**src/rtl/cache_refill_ctrl.sv**
```systemverilog
// Cache miss controller: on a miss, write back a dirty victim block, refill
// the missing block one word beat at a time, then install the new tag.
// Holds the pipeline stalled for the whole sequence and counts misses.
module cache_refill_ctrl #(
  parameter int DATA_WIDTH  = 32,
  parameter int BLOCK_WORDS = 4
) (
  input  logic                           clk_i,
  input  logic                           rst_ni,
  input  logic                           cache_enable_i,
  input  logic                           lookup_i,
  input  logic                           hit_i,
  input  logic                           dirty_i,
  input  logic [DATA_WIDTH-1:0]          address_i,
  input  logic [DATA_WIDTH-1:0]          victim_addr_i,
  input  logic                           mem_ack_i,
  output logic                           mem_req_o,
  output logic                           mem_we_o,
  output logic [DATA_WIDTH-1:0]          mem_addr_o,
  output logic [$clog2(BLOCK_WORDS)-1:0] wb_word_o,
  output logic                           fill_we_o,
  output logic [$clog2(BLOCK_WORDS)-1:0] fill_word_o,
  output logic                           tag_we_o,
  output logic                           stall_o,
  output logic [15:0]                    miss_count_o
);

  localparam int BW  = $clog2(BLOCK_WORDS);
  localparam int OFF = BW + 2;
  localparam logic [BW-1:0] LAST_BEAT = BW'(BLOCK_WORDS - 1);

  typedef enum logic [1:0] {IDLE, WRITEBACK, REFILL, UPDATE} state_t;

  state_t                    state_q, state_d;
  logic [BW-1:0]             beat_q, beat_d;
  logic [DATA_WIDTH-OFF-1:0] miss_base_q, miss_base_d;
  logic [DATA_WIDTH-1:0]     victim_q, victim_d;
  logic [15:0]               miss_count_q, miss_count_d;
  logic                      miss;
  logic                      last_beat;
  logic                      unused_offset;

  // Counter stops at all-ones instead of wrapping.
  function automatic logic [15:0] sat_inc(input logic [15:0] v);
    return (v == 16'hFFFF) ? v : v + 16'd1;
  endfunction

  // Word-offset bits of the access address never leave the controller.
  assign unused_offset = ^address_i[OFF-1:0];

  assign miss      = (state_q == IDLE) & cache_enable_i & lookup_i & ~hit_i;
  assign last_beat = (beat_q == LAST_BEAT);

  assign miss_count_o = miss_count_q;

  // Next-state, latch updates and beat outputs.
  always_comb begin
    state_d      = state_q;
    beat_d       = beat_q;
    miss_base_d  = miss_base_q;
    victim_d     = victim_q;
    miss_count_d = miss_count_q;
    mem_req_o    = 1'b0;
    mem_we_o     = 1'b0;
    mem_addr_o   = '0;
    wb_word_o    = '0;
    fill_we_o    = 1'b0;
    fill_word_o  = '0;
    tag_we_o     = 1'b0;
    stall_o      = miss;
    case (state_q)
      IDLE: begin
        if (miss) begin
          miss_base_d  = address_i[DATA_WIDTH-1:OFF];
          victim_d     = victim_addr_i;
          beat_d       = '0;
          miss_count_d = sat_inc(miss_count_q);
          state_d      = dirty_i ? WRITEBACK : REFILL;
        end
      end
      WRITEBACK: begin
        stall_o    = 1'b1;
        mem_req_o  = 1'b1;
        mem_we_o   = 1'b1;
        mem_addr_o = victim_q | DATA_WIDTH'({beat_q, 2'b00});
        wb_word_o  = beat_q;
        if (mem_ack_i) begin
          // The increment wraps to zero exactly on the last beat.
          beat_d = beat_q + BW'(1);
          if (last_beat) state_d = REFILL;
        end
      end
      REFILL: begin
        stall_o     = 1'b1;
        mem_req_o   = 1'b1;
        mem_addr_o  = {miss_base_q, beat_q, 2'b00};
        fill_we_o   = mem_ack_i;
        fill_word_o = beat_q;
        if (mem_ack_i) begin
          beat_d = beat_q + BW'(1);
          if (last_beat) state_d = UPDATE;
        end
      end
      UPDATE: begin
        stall_o  = 1'b1;
        tag_we_o = 1'b1;
        state_d  = IDLE;
      end
      default: state_d = IDLE;
    endcase
  end

  // State, beat counter, latched addresses and miss counter.
  always_ff @(posedge clk_i or negedge rst_ni) begin
    if (!rst_ni) begin
      state_q      <= IDLE;
      beat_q       <= '0;
      miss_base_q  <= '0;
      victim_q     <= '0;
      miss_count_q <= '0;
    end else begin
      state_q      <= state_d;
      beat_q       <= beat_d;
      miss_base_q  <= miss_base_d;
      victim_q     <= victim_d;
      miss_count_q <= miss_count_d;
    end
  end

endmodule

```
**config.mk**
```make
export PLATFORM = sky130hd
export DESIGN_NAME = cache_refill_ctrl
export DESIGN_NICKNAME = d
export VERILOG_FILES = /design/src/rtl/cache_refill_ctrl.sv
export SDC_FILE = /design/constraint.sdc
export NUM_CORES = 1
export LEC_CHECK = 0
export CORE_MARGIN = 5
export CORE_UTILIZATION = 38
export DETAILED_ROUTE_END_ITERATION = 7
export PLACE_DENSITY = 0.76
export SLEW_MARGIN = 0
export SYNTH_ARGS = -nofsm -noshare
export SYNTH_HDL_FRONTEND = slang
export SYNTH_SLANG_ARGS = --single-unit
```
**constraint.sdc**
```tcl
create_clock -name clk_i -period 4.3 [get_ports clk_i]
set_input_delay 0.86 -clock clk_i [delete_from_list [all_inputs] [get_ports clk_i]]
set_output_delay 0.86 -clock clk_i [all_outputs]
set_load 0.02 [all_outputs]
```
==> metrics <==
Max IR drop VDD 287 uV; Netlist cell types 36; CP max FO 18; max-cap viol count 0; Final Hold Viols 0; pins over their slew limit 0; Total GRT Usage 17.2%; CP required 3.44 ns; Hold Path Class reg2reg; dominant cells by area after synthesis dfrtp_1, nand2_1, a22oi_1, nor2_1, ha_1; Final Util 55.4%; Syn Std Cell Area 3850 sq um; synthesis-to-layout area growth 41.2%; CTS Buffer Depth 2; pwr/cell area 635 nW/um^2; RSZ-0062 raised after global routing no; Crit. End Element output pin; register area share after synthesis just over 50%; Slew HR 33.1%; Final Wtd Congestion 0.813; Post-synth EDFFs 0; Fill cells slightly above 900; ys async rst share 100%; vias per std cell 4.89; layout cells sized above 1 6.82%; Die W 111 um; clk slew on worst S/H paths 0.08 ns; clock root buffer clkbuf_8; Vert. Die Dim ~110 um; arrival time of the worst setup path 2.66 ns; row cnt 36; Yosys top cell area share 52.0%; outcome complete, no violations; flops & latches, synth 80; Starting Density between 30% and 40%; initial antenna violation count 0; I/O Buffers around 120; Final Power 3450 uW; # H-tree levels 3; CTS Hold Bufs 0; post-CTS setup buffer count 0; first-pass GRT wire length 17600 um; DIE AREA between 10000 and 15000 sq um; dpl hpwl 7100 um; critical path class reg2out; first drt pass iteration count 4; ANT nets after route 0; yosys warns 0; worst slack, placed 1.02 ns; Worst Tran Pin Value 1.00 ns; WL final 10300 um; clk_lat worst skew 0.35 ns; P_leak 0.00258 uW; CTS Sinks 80; Post-DP Area between 5000 and 6000 sq um; Cells after Synth 438; Layout Skew 0.0122 ns; largest net degree at the start of global routing 81; final net count 630; DR DRC count 0; synthesized area per cell 8.79 sq um; GRT overflow 0; total CTS buffers 9; Wirelength per Cell between 10 and 15 um; Setup TNS Final 0 ns; fin crit share around four fifths; Top FF cell, synth dfrtp_1; DR iter-0 viols 158; syn nets 516; Final WS setup 0.783 ns; startpoint types flop; post-route minimum period ~3.5 ns; core area between 9000 and 10000 sq um; cts repair resizes 0; # diodes 0; final setup violation count 0; vias in the first global route approximately 3500; Via Count 3372; CTS tree done; Boundary Pins 128; commonest non-fill, non-tap cells in the layout nand2_1, clkdlybuf4s50_1, dfrtp_1, nor2_1, a22oi_1; commonest non-fill, non-tap cell in the layout nand2_1; area leader, netlist dfrtp_1; max frequency 284 MHz; Design Area, Final 5440 sq um
-- final cells by class --
class | instances | area [sq um] | area share, %
Timing Repair Buffer | 129 | 1290 | 23.7
Multi-Input combinational cell | 322 | 1700 | 31.3
Clock inverter | 7 | 120 | 2.21
Sequential cell | 80 | 2000 | 36.8
Tap cell | 133 | 166 | 3.06
Clock buffer | 9 | 124 | 2.28
Inverter | 10 | 37.5 | 0.691
-- registers in the layout, indices dropped and copies added (netlist names) --
name / count
victim_q: 32
miss_base_q: 28
miss_count_o: 16
beat_q: 2
state_q: 2
-- path summary, 6_finish.rpt --
kind	slack, ns	to	depth (start not counted)	from
worst max-delay path	0.78	mem_addr_o[16]	6	state_q[0]
worst min-delay path	0.48	victim_q[0]	2	victim_q[0]
worst max register to register	1.56	miss_count_o[3]	7	state_q[0]
max in group asynchronous	2.98	miss_base_q[18]	1	rst_ni
min in group asynchronous	0.68	victim_q[6]	1	rst_ni
worst min register to register	0.48	victim_q[0]	2	victim_q[0]
-- where the power goes --
group / total [uW] / internal, uW / switching [uW]
registers: 1230 / 1040 / 187
logic: 1550 / 669 / 879
clock network: 678 / 387 / 292
-- logic make-up (layout without fill, tap and decap cells) --
family	count (synthesis)	count (layout)	share of synthesized area, %
AND/OR/NAND/NOR	247	247	28.1
buffers and inverters	36	155	3.90
flip-flops	80	80	52.0
multiplexers	8	8	2.21
adder cells (fa/ha/maj)	7	7	2.27
AO/OA/AOI/OAI	47	47	8.58
XOR/XNOR	13	13	2.96
-- critical path, cell delays in order (launching register included) --
cell             delay [ns]
dfrtp_1                0.41
inv_1                  0.13
ha_1                   0.66
buf_12                 0.24
a22oi_1                0.09
nor2_1                 0.14
clkdlybuf4s50_1        0.63
-- synthesized netlist by cell type (3+ instances only) --
library cell,number
a21oi_1,8
ha_1,7
inv_1,10
xor2_1,10
mux2i_1,4
o21ai_0,4
and2_1,5
a211oi_1,4
mux2_2,3
a22oi_1,28
nand2_1,189
clkbuf_1,23
nor2_1,31
nand3_1,4
dfrtp_1,80
xnor2_1,3
-- per-layer routing --
metal	GRT usage, %	part of all wire [%]
met1	23.8	45
met2	26.9	48
met3	4.04	5.3
met4	5.34	1.5
met5	0	0
-- metrics by stage --
stage,std cells,hold WS [ns]
after floorplan,438,0.438
after global placement,674,0.450
after detailed placement,674,0.463
after CTS,690,0.481
after global routing,690,0.503
final,690,0.479
Power figures use the tool's default switching activity.
